### src/rtl/rv32i_types.sv
// Shared RV32I decode types: opcodes, control word, immediate formats and
// the immediate-extraction helpers used by decode_stage.
package rv32i_types;

  typedef enum logic [6:0] {
    op_lui   = 7'b0110111,
    op_auipc = 7'b0010111,
    op_jal   = 7'b1101111,
    op_jalr  = 7'b1100111,
    op_br    = 7'b1100011,
    op_load  = 7'b0000011,
    op_store = 7'b0100011,
    op_imm   = 7'b0010011,
    op_reg   = 7'b0110011,
    op_csr   = 7'b1110011
  } rv32i_opcode;

  localparam rv32i_opcode OPC_LOAD = op_load;

  typedef enum logic [2:0] {
    beq  = 3'b000,
    bne  = 3'b001,
    blt  = 3'b100,
    bge  = 3'b101,
    bltu = 3'b110,
    bgeu = 3'b111
  } branch_funct3_t;

  typedef enum logic [3:0] {
    alu_add, alu_sub, alu_sll, alu_slt, alu_sltu,
    alu_xor, alu_srl, alu_sra, alu_or,  alu_and
  } alu_ops;

  typedef enum logic [2:0] {
    IMM_I, IMM_S, IMM_B, IMM_U, IMM_J, IMM_NONE
  } imm_sel_t;

  typedef struct packed {
    rv32i_opcode opcode;
    alu_ops      aluop;
    logic [2:0]  funct3;
    logic        load_regfile;
    logic        mem_read;
    logic        mem_write;
    logic        alu_use_imm;
    logic        alu_use_pc;
    logic        is_branch;
    logic        is_jump;
  } rv32i_control_word;

  function automatic imm_sel_t imm_sel(input logic [6:0] opcode);
    case (opcode)
      op_imm, op_load, op_jalr: return IMM_I;
      op_store:                 return IMM_S;
      op_br:                    return IMM_B;
      op_lui, op_auipc:         return IMM_U;
      op_jal:                   return IMM_J;
      default:                  return IMM_NONE;
    endcase
  endfunction

  function automatic logic [31:0] imm_value(input logic [31:0] instr, input imm_sel_t sel);
    logic [31:0] imm;
    case (sel)
      IMM_I:   imm = {{21{instr[31]}}, instr[30:20]};
      IMM_S:   imm = {{21{instr[31]}}, instr[30:25], instr[11:7]};
      IMM_B:   imm = {{20{instr[31]}}, instr[7], instr[30:25], instr[11:8], 1'b0};
      IMM_U:   imm = {instr[31:12], 12'h000};
      IMM_J:   imm = {{12{instr[31]}}, instr[19:12], instr[20], instr[30:21], 1'b0};
      default: imm = '0;
    endcase
    return imm;
  endfunction

endpackage

### src/rtl/cmp.sv
// Branch comparator: BEQ/BNE/BLT/BGE/BLTU/BGEU on two operands.
module cmp
  import rv32i_types::*;
#(
  parameter int unsigned WIDTH = 32
) (
  input  logic [2:0]       i_funct3,
  input  logic [WIDTH-1:0] i_a,
  input  logic [WIDTH-1:0] i_b,
  output logic             o_br_en
);

  always_comb begin
    o_br_en = 1'b0;
    case (i_funct3)
      beq:     o_br_en = (i_a == i_b);
      bne:     o_br_en = (i_a != i_b);
      blt:     o_br_en = ($signed(i_a) <  $signed(i_b));
      bge:     o_br_en = ($signed(i_a) >= $signed(i_b));
      bltu:    o_br_en = (i_a <  i_b);
      bgeu:    o_br_en = (i_a >= i_b);
      default: o_br_en = 1'b0;
    endcase
  end

endmodule

### src/rtl/control_rom.sv
// Opcode/funct decode into the RV32I control word.
module control_rom
  import rv32i_types::*;
(
  input  logic [6:0]        i_opcode,
  input  logic [2:0]        i_funct3,
  input  logic              i_funct7_5,
  output rv32i_control_word o_ctrl
);

  function automatic alu_ops f3_alu(input logic [2:0] f3, input logic alt);
    case (f3)
      3'b000:  return alt ? alu_sub : alu_add;
      3'b001:  return alu_sll;
      3'b010:  return alu_slt;
      3'b011:  return alu_sltu;
      3'b100:  return alu_xor;
      3'b101:  return alt ? alu_sra : alu_srl;
      3'b110:  return alu_or;
      default: return alu_and;
    endcase
  endfunction

  always_comb begin
    o_ctrl        = '0;
    o_ctrl.opcode = rv32i_opcode'(i_opcode);
    o_ctrl.funct3 = i_funct3;
    o_ctrl.aluop  = alu_add;
    case (i_opcode)
      op_lui: begin
        o_ctrl.load_regfile = 1'b1;
        o_ctrl.alu_use_imm  = 1'b1;
      end
      op_auipc: begin
        o_ctrl.load_regfile = 1'b1;
        o_ctrl.alu_use_imm  = 1'b1;
        o_ctrl.alu_use_pc   = 1'b1;
      end
      op_jal: begin
        o_ctrl.load_regfile = 1'b1;
        o_ctrl.is_jump      = 1'b1;
        o_ctrl.alu_use_imm  = 1'b1;
        o_ctrl.alu_use_pc   = 1'b1;
      end
      op_jalr: begin
        o_ctrl.load_regfile = 1'b1;
        o_ctrl.is_jump      = 1'b1;
        o_ctrl.alu_use_imm  = 1'b1;
      end
      op_br: begin
        o_ctrl.is_branch    = 1'b1;
        o_ctrl.alu_use_imm  = 1'b1;
        o_ctrl.alu_use_pc   = 1'b1;
      end
      op_load: begin
        o_ctrl.load_regfile = 1'b1;
        o_ctrl.mem_read     = 1'b1;
        o_ctrl.alu_use_imm  = 1'b1;
      end
      op_store: begin
        o_ctrl.mem_write    = 1'b1;
        o_ctrl.alu_use_imm  = 1'b1;
      end
      op_imm: begin
        // Only the shift-right-immediate uses funct7[5] (SRAI).
        o_ctrl.load_regfile = 1'b1;
        o_ctrl.alu_use_imm  = 1'b1;
        o_ctrl.aluop        = f3_alu(i_funct3, i_funct7_5 && (i_funct3 == 3'b101));
      end
      op_reg: begin
        o_ctrl.load_regfile = 1'b1;
        o_ctrl.aluop        = f3_alu(i_funct3, i_funct7_5);
      end
      default: ;
    endcase
  end

endmodule

### src/rtl/decode_regfile.sv
// Architectural register file with write-through reads; x0 and indices
// at or above NUM_REGS read as zero and ignore writes.
module decode_regfile
#(
  parameter int unsigned WIDTH    = 32,
  parameter int unsigned NUM_REGS = 32
) (
  input  logic             clk,
  input  logic             rst,
  input  logic             i_we,
  input  logic [4:0]       i_wr_idx,
  input  logic [WIDTH-1:0] i_wr_data,
  input  logic [4:0]       i_rs1,
  input  logic [4:0]       i_rs2,
  output logic [WIDTH-1:0] o_rs1_data,
  output logic [WIDTH-1:0] o_rs2_data
);

  localparam int unsigned AW = $clog2(NUM_REGS);

  logic [WIDTH-1:0] r_regs [NUM_REGS];
  logic             w_wr_ok;

  function automatic logic in_range(input logic [4:0] idx);
    return (32'(idx) < NUM_REGS) && (idx != '0);
  endfunction

  assign w_wr_ok = i_we && in_range(i_wr_idx);

  always_ff @(posedge clk) begin
    if (rst) begin
      for (int unsigned i = 0; i < NUM_REGS; i++) r_regs[i] <= '0;
    end else if (w_wr_ok) begin
      r_regs[i_wr_idx[AW-1:0]] <= i_wr_data;
    end
  end

  assign o_rs1_data = !in_range(i_rs1)                  ? '0        :
                      (w_wr_ok && i_wr_idx == i_rs1)    ? i_wr_data :
                                                          r_regs[i_rs1[AW-1:0]];
  assign o_rs2_data = !in_range(i_rs2)                  ? '0        :
                      (w_wr_ok && i_wr_idx == i_rs2)    ? i_wr_data :
                                                          r_regs[i_rs2[AW-1:0]];

endmodule

### src/rtl/decode_stage.sv
// Decode stage with integrated ID/EX register, load-use bubbles and flush.
// Optional macro DECODE_HAZARD_CNT_EN enables the saturating bubble counter.
module decode_stage
  import rv32i_types::*;
#(
  parameter int unsigned WIDTH    = 32,
  parameter int unsigned NUM_REGS = 32
) (
  input  logic              clk,
  input  logic              rst,
  input  logic              if_valid_i,
  input  logic [31:0]       if_instr_i,
  input  logic [WIDTH-1:0]  if_pc_i,
  output logic              id_ready_o,
  input  logic              ex_ready_i,
  output logic              ex_valid_o,
  output rv32i_control_word ex_ctrl_word_o,
  output logic [31:0]       ex_instr_o,
  output logic [WIDTH-1:0]  ex_pc_o,
  output logic [WIDTH-1:0]  ex_rs1_data_o,
  output logic [WIDTH-1:0]  ex_rs2_data_o,
  output logic [WIDTH-1:0]  ex_imm_o,
  output logic [4:0]        ex_rs1_o,
  output logic [4:0]        ex_rs2_o,
  output logic [4:0]        ex_rd_o,
  output logic              ex_br_en_o,
  input  logic              flush_i,
  input  logic              wb_load_i,
  input  logic [4:0]        wb_rd_i,
  input  logic [WIDTH-1:0]  wb_data_i,
  output logic [31:0]       hazard_cnt_o
);

  logic [6:0]        w_opcode;
  logic [4:0]        w_rs1, w_rs2, w_rd;
  logic [2:0]        w_funct3;
  logic              w_rs1_used, w_rs2_used;
  logic [WIDTH-1:0]  w_rs1_data, w_rs2_data, w_imm;
  logic              w_cmp, w_br_en;
  rv32i_control_word w_ctrl;
  logic              w_adv, w_haz, w_bubble, w_wb_hit;

  logic              r_valid;
  rv32i_control_word r_ctrl;
  logic [31:0]       r_instr;
  logic [WIDTH-1:0]  r_pc, r_rs1_data, r_rs2_data, r_imm;
  logic [4:0]        r_rs1, r_rs2, r_rd;
  logic              r_br_en;

  assign w_opcode = if_instr_i[6:0];
  assign w_rd     = if_instr_i[11:7];
  assign w_funct3 = if_instr_i[14:12];
  assign w_rs1    = if_instr_i[19:15];
  assign w_rs2    = if_instr_i[24:20];

  assign w_rs1_used = !(w_opcode == op_lui || w_opcode == op_auipc || w_opcode == op_jal);
  assign w_rs2_used = (w_opcode == op_reg || w_opcode == op_store || w_opcode == op_br);

  control_rom u_control_rom (
    .i_opcode   (w_opcode),
    .i_funct3   (w_funct3),
    .i_funct7_5 (if_instr_i[30]),
    .o_ctrl     (w_ctrl)
  );

  decode_regfile #(
    .WIDTH    (WIDTH),
    .NUM_REGS (NUM_REGS)
  ) u_regfile (
    .clk        (clk),
    .rst        (rst),
    .i_we       (wb_load_i),
    .i_wr_idx   (wb_rd_i),
    .i_wr_data  (wb_data_i),
    .i_rs1      (w_rs1),
    .i_rs2      (w_rs2),
    .o_rs1_data (w_rs1_data),
    .o_rs2_data (w_rs2_data)
  );

  cmp #(
    .WIDTH (WIDTH)
  ) u_cmp (
    .i_funct3 (w_funct3),
    .i_a      (w_rs1_data),
    .i_b      (w_rs2_data),
    .o_br_en  (w_cmp)
  );

  assign w_br_en = (w_opcode == op_br) && w_cmp;
  assign w_imm   = WIDTH'($signed(imm_value(if_instr_i, imm_sel(w_opcode))));

  assign w_adv    = !r_valid || ex_ready_i;
  assign w_haz    = r_valid && (r_instr[6:0] == OPC_LOAD) && (r_rd != '0) &&
                    ((w_rs1_used && w_rs1 == r_rd) || (w_rs2_used && w_rs2 == r_rd));
  assign w_bubble = w_adv && w_haz && !flush_i;
  assign w_wb_hit = wb_load_i && (wb_rd_i != '0);

  assign id_ready_o = flush_i || (w_adv && !w_haz);

  always_ff @(posedge clk) begin
    if (rst) begin
      r_valid    <= 1'b0;
      r_ctrl     <= '0;
      r_instr    <= '0;
      r_pc       <= '0;
      r_rs1_data <= '0;
      r_rs2_data <= '0;
      r_imm      <= '0;
      r_rs1      <= '0;
      r_rs2      <= '0;
      r_rd       <= '0;
      r_br_en    <= 1'b0;
    end else if (flush_i) begin
      r_valid <= 1'b0;
    end else if (!w_adv) begin
      // Held operands track writebacks so EX never consumes a stale value.
      if (w_wb_hit && wb_rd_i == r_rs1) r_rs1_data <= wb_data_i;
      if (w_wb_hit && wb_rd_i == r_rs2) r_rs2_data <= wb_data_i;
    end else if (w_haz) begin
      r_valid <= 1'b0;
    end else begin
      r_valid    <= if_valid_i;
      r_ctrl     <= w_ctrl;
      r_instr    <= if_instr_i;
      r_pc       <= if_pc_i;
      r_rs1_data <= w_rs1_data;
      r_rs2_data <= w_rs2_data;
      r_imm      <= w_imm;
      r_rs1      <= w_rs1;
      r_rs2      <= w_rs2;
      r_rd       <= w_rd;
      r_br_en    <= w_br_en;
    end
  end

  assign ex_valid_o     = r_valid;
  assign ex_ctrl_word_o = r_ctrl;
  assign ex_instr_o     = r_instr;
  assign ex_pc_o        = r_pc;
  assign ex_rs1_data_o  = r_rs1_data;
  assign ex_rs2_data_o  = r_rs2_data;
  assign ex_imm_o       = r_imm;
  assign ex_rs1_o       = r_rs1;
  assign ex_rs2_o       = r_rs2;
  assign ex_rd_o        = r_rd;
  assign ex_br_en_o     = r_br_en;

`ifdef DECODE_HAZARD_CNT_EN
  logic [31:0] r_hazard_cnt;

  always_ff @(posedge clk) begin
    if (rst) begin
      r_hazard_cnt <= '0;
    end else if (w_bubble && r_hazard_cnt != '1) begin
      r_hazard_cnt <= r_hazard_cnt + 32'd1;
    end
  end

  assign hazard_cnt_o = r_hazard_cnt;
`else
  logic w_bubble_unused;
  assign w_bubble_unused = w_bubble;
  assign hazard_cnt_o    = '0;
`endif

endmodule

### config.mk
export PLATFORM = sky130hd
export DESIGN_NAME = decode_stage
export DESIGN_NICKNAME = d
export VERILOG_FILES = /design/src/rtl/rv32i_types.sv /design/src/rtl/cmp.sv /design/src/rtl/control_rom.sv /design/src/rtl/decode_regfile.sv /design/src/rtl/decode_stage.sv
export SDC_FILE = /design/constraint.sdc
export NUM_CORES = 2
export LEC_CHECK = 0
export CAP_MARGIN = 30
export CORE_ASPECT_RATIO = 0.75
export CORE_MARGIN = 2
export CORE_UTILIZATION = 30
export CTS_CLUSTER_SIZE = 14
export DETAILED_ROUTE_END_ITERATION = 7
export HOLD_SLACK_MARGIN = 0.06
export SETUP_SLACK_MARGIN = 0.05
export SYNTH_ARGS = -nofsm -noshare
export SYNTH_HDL_FRONTEND = slang
export SYNTH_HIERARCHICAL = 1
export SYNTH_SLANG_ARGS = --single-unit
### constraint.sdc
create_clock -name clk -period 11.9 [get_ports clk]
set_input_delay 1.19 -clock clk [delete_from_list [all_inputs] [get_ports clk]]
set_output_delay 1.19 -clock clk [all_outputs]
set_load 0.1 [all_outputs]
==> summary.txt <==
dpl cell area = 0.0716 mm²
Critical Path Start Type = input port
Worst path most repeated cell = a21oi_1
slowest cell delay on critical path = 0.96 ns
commonest non-fill, non-tap cells in the layout = edfxtp_1, and2_1, mux2i_1, mux4_2, clkdlybuf4s50_1
normalized max-slew margin = 0.257
Top Layer Used = met5
critical-path cell list = buf_6 -> buf_4 -> and2_1 -> buf_4 -> a21oi_1 -> a22o_1 -> a2111oi_0 -> a21oi_1 -> ha_1 -> nand4_4 -> nor4_4 -> a211oi_1 -> a311oi_1 -> a211o_2 -> nor3_2 -> nand4_1 -> a21oi_1
Post-Syn Instances = 4994
Worst EP required = 12.51 ns
area of the die = 0.221 mm²
drt drc = 0
CP Max Fanout = 48
core footprint = 0.216 mm²
Pleak = 0.0269 µW
initial drt markers = 7173
compound-cell area share of the yosys netlist = 0.0728
Final Hold Fails = 0
vias in the first global route = 44868
width of the die = 542 µm
Post-synth EDFFs = 1024
Peak VDD IR = 0.111 mV
layout cells sized above 1 = 0.171
initial core utilization = 0.301
Final Wtd Congestion = 0.958
WP buf/inv = 3
final setup violating endpoints = 0
Post-CTS Setup Inserts = 0
clock skew = 0.0387 ns
PwrDens = 143 mW/mm²
minimum clock period = 6.49 ns
Overflow after GRT = 0
WL/cell = 30.6 µm
H-tree depth = 3
Skew-Pair Late Insertion Delay = 0.77 ns
crit path capture type = register
Worst Max-Slew Pin Slew = 1.09 ns
filler instances = 20746
Clk pin slew, worst setup/hold paths = 0.06 ns
Fmax achieved = 154 MHz
met3 routed WL = 29900 µm
Post-Synth Simple-Gate Area = 0.145
MaxCap Viol Count = 0
vias per inst = 5.76
root cell of the clock tree = clkbuf_16
clock buffer count from CTS = 116
mapped cell area = 0.0651 mm²
initial antenna violation count = 22
DR WL met2 = 106000 µm
Final TNS setup = 0 ns
multiplexer area fraction after synthesis = 0.198
Tcrit/Tclk final = 0.546
final instance area = 0.0754 mm²
TritonCTS clock tree = done
Pins Over Slew Limit = 0
Avg Synthesized Cell Area = 13.0 µm²
gr usage total = 0.217
synthesis-to-layout area growth = 15.9%
adder-cell share of the synthesized area = 0.00615
largest net degree at the start of global routing = 106
drt first pass iters = 8
XOR/XNOR Fraction of Synth Area = 0.00404
Yosys cell types = 95
FFs w/ async S/R, synth = 0
hold crit path type = reg -> reg
CTS Buffer Depth = 3
status = finished clean
remaining antenna violation count = 0
fin cells = 8081
CP max-delay cell = a2111oi_0
warnings from Yosys = 6
Layout Nets = 5267
largest family of logic cells by synthesized area = multiplexers
Worst EP arrival = 7.10 ns
PortBufs = 305
vias = 46520
first-pass GRT wire length = 346000 µm
top_reg_cell synth = edfxtp_1
PostCTS Resize Cnt = 0
delay-heaviest family, CP = compound AO/OA/AOI/OAI gates
io pins = 338
placed insts = 7857
Yosys reg bits = 1207
RSZ-0062 raised after global routing = no
M1 WL = 102000 µm
register area share after synthesis = 0.529
HPWL after DPL = 153000 µm
commonest non-fill, non-tap cell in the layout = edfxtp_1
Rows = 148
crit path kind = in -> reg
Die Span Y = 407 µm
WL final = 247000 µm
clk sinks = 1207
post-cts hold buffer count = 0
synth_stat cells (6+ instances only):
library cell / count / area, µm²
a2111oi_2: 6 / 90.1
a22oi_1: 67 / 503
a22o_1: 19 / 166
nor3_1: 112 / 561
a31oi_1: 9 / 56.3
a21oi_1: 119 / 596
o211ai_1: 7 / 52.6
mux4_2: 356 / 8020
o21ai_0: 29 / 145
buf_6: 33 / 372
a211o_1: 8 / 70.1
o2bb2ai_1: 14 / 123
nor3b_1: 8 / 60.1
mux2i_1: 421 / 4210
nand2_1: 167 / 627
and3_1: 22 / 138
nand3_1: 22 / 110
nand3b_1: 9 / 67.6
a32o_1: 32 / 320
o22a_1: 66 / 578
clkbuf_1: 352 / 1320
buf_4: 85 / 638
nor4_1: 6 / 37.5
nor2b_1: 12 / 75.1
and2_1: 962 / 6020
a221oi_1: 33 / 289
xnor2_1: 24 / 210
o22ai_1: 37 / 231
nor2_1: 259 / 972
or2_2: 37 / 231
o221ai_1: 33 / 289
xor2_1: 6 / 52.6
inv_1: 42 / 158
o21bai_1: 6 / 45.0
nand4_1: 20 / 125
ha_1: 32 / 400
nand2b_1: 18 / 113
a211oi_1: 81 / 608
edfxtp_1: 1024 / 30700
a221o_1: 11 / 110
mux4_1: 11 / 289
dfxtp_1: 183 / 3660
mux2_2: 35 / 394
buf_2: 54 / 270
buf_1: 19 / 71.3
routing by layer:
layer	vias to the layer above	GRT usage
met1	23795	0.312
met2	3202	0.316
met3	535	0.0549
met5	-	0
li1	18974	-
met4	14	0.0732
through the flow:
| stage | power, µW | setup slack (ns) | util | hold slack (ns) |
|---|---|---|---|---|
| after floorplan | 6250 | 7.32 | - | 0.914 |
| after CTS | 10800 | 5.51 | 0.349 | 0.471 |
| after global routing | 11000 | 5.32 | 0.349 | 0.483 |
| after detailed placement | 6970 | 4.71 | 0.331 | 0.446 |
| final | 10800 | 5.41 | 0.349 | 0.469 |
| after global placement | 6900 | 4.43 | 0.326 | 0.447 |
worst paths after layout:
check	endpoint	cells after the start	slack, ns	from
setup / recovery	ex_br_en_o$_SDFFE_PP0P_	17	5.41	if_instr_i[17]
hold reg to reg	ex_rs2_data_o[30]$_SDFFE_PP0P_	1	0.47	ex_rs2_data_o[30]$_SDFFE_PP0P_
hold / removal	ex_rs2_data_o[30]$_SDFFE_PP0P_	1	0.47	ex_rs2_data_o[30]$_SDFFE_PP0P_
setup reg to reg	ex_br_en_o$_SDFFE_PP0P_	13	7.56	u_regfile/r_regs[8][31]$_SDFFCE_PN0P_
cell families (layout without fill, tap and decap cells):
kind of cell	after synthesis	in the layout
flip-flops	1207	1207
AO/OA/AOI/OAI	622	622
AND/OR/NAND/NOR	1686	1686
other	2	68
XOR/XNOR	30	30
adder cells (fa/ha/maj)	32	32
buffers and inverters	592	763
multiplexers	823	823
cell type report:
cell class | instances | area [µm²] | share of cell area
Clock inverter | 63 | 601 | 0.00796
Multi-Input combinational cell | 3257 | 28200 | 0.373
Sequential cell | 1207 | 34400 | 0.456
Clock buffer | 154 | 3220 | 0.0426
Inverter | 43 | 161 | 0.00214
Antenna cell | 4 | 10.0 | 0.000133
Timing Repair Buffer | 503 | 5320 | 0.0705
Tap cell | 2850 | 3570 | 0.0473
registers in the layout, summed over array words and instances, names as in the netlist:
name              flops
ex_br_en_o            1
ex_ctrl_word_o       21
ex_imm_o             32
ex_instr_o           32
ex_pc_o              32
ex_rs1_data_o        32
ex_rs2_data_o        32
ex_valid_o            1
u_regfile/r_regs   1024
report_power, final:
group,internal [µW],switching (µW)
clock,2110,1720
sequential,4820,135
combinational,653,1320
worst reg2reg max path, stage by stage, from the launching register on:
cell and delay, ns:
edfxtp_1 0.42, mux4_2 0.47, and3_1 0.19, a2111oi_0 0.91, a21oi_1 0.24, ha_1 0.45, nand4_4 0.15, nor4_4 0.47
a211oi_1 0.15, a311oi_1 0.34, a211o_2 0.17, nor3_2 0.04, nand4_1 0.10, a21oi_1 0.08
Note: power is estimated with default switching activity, not from simulation.
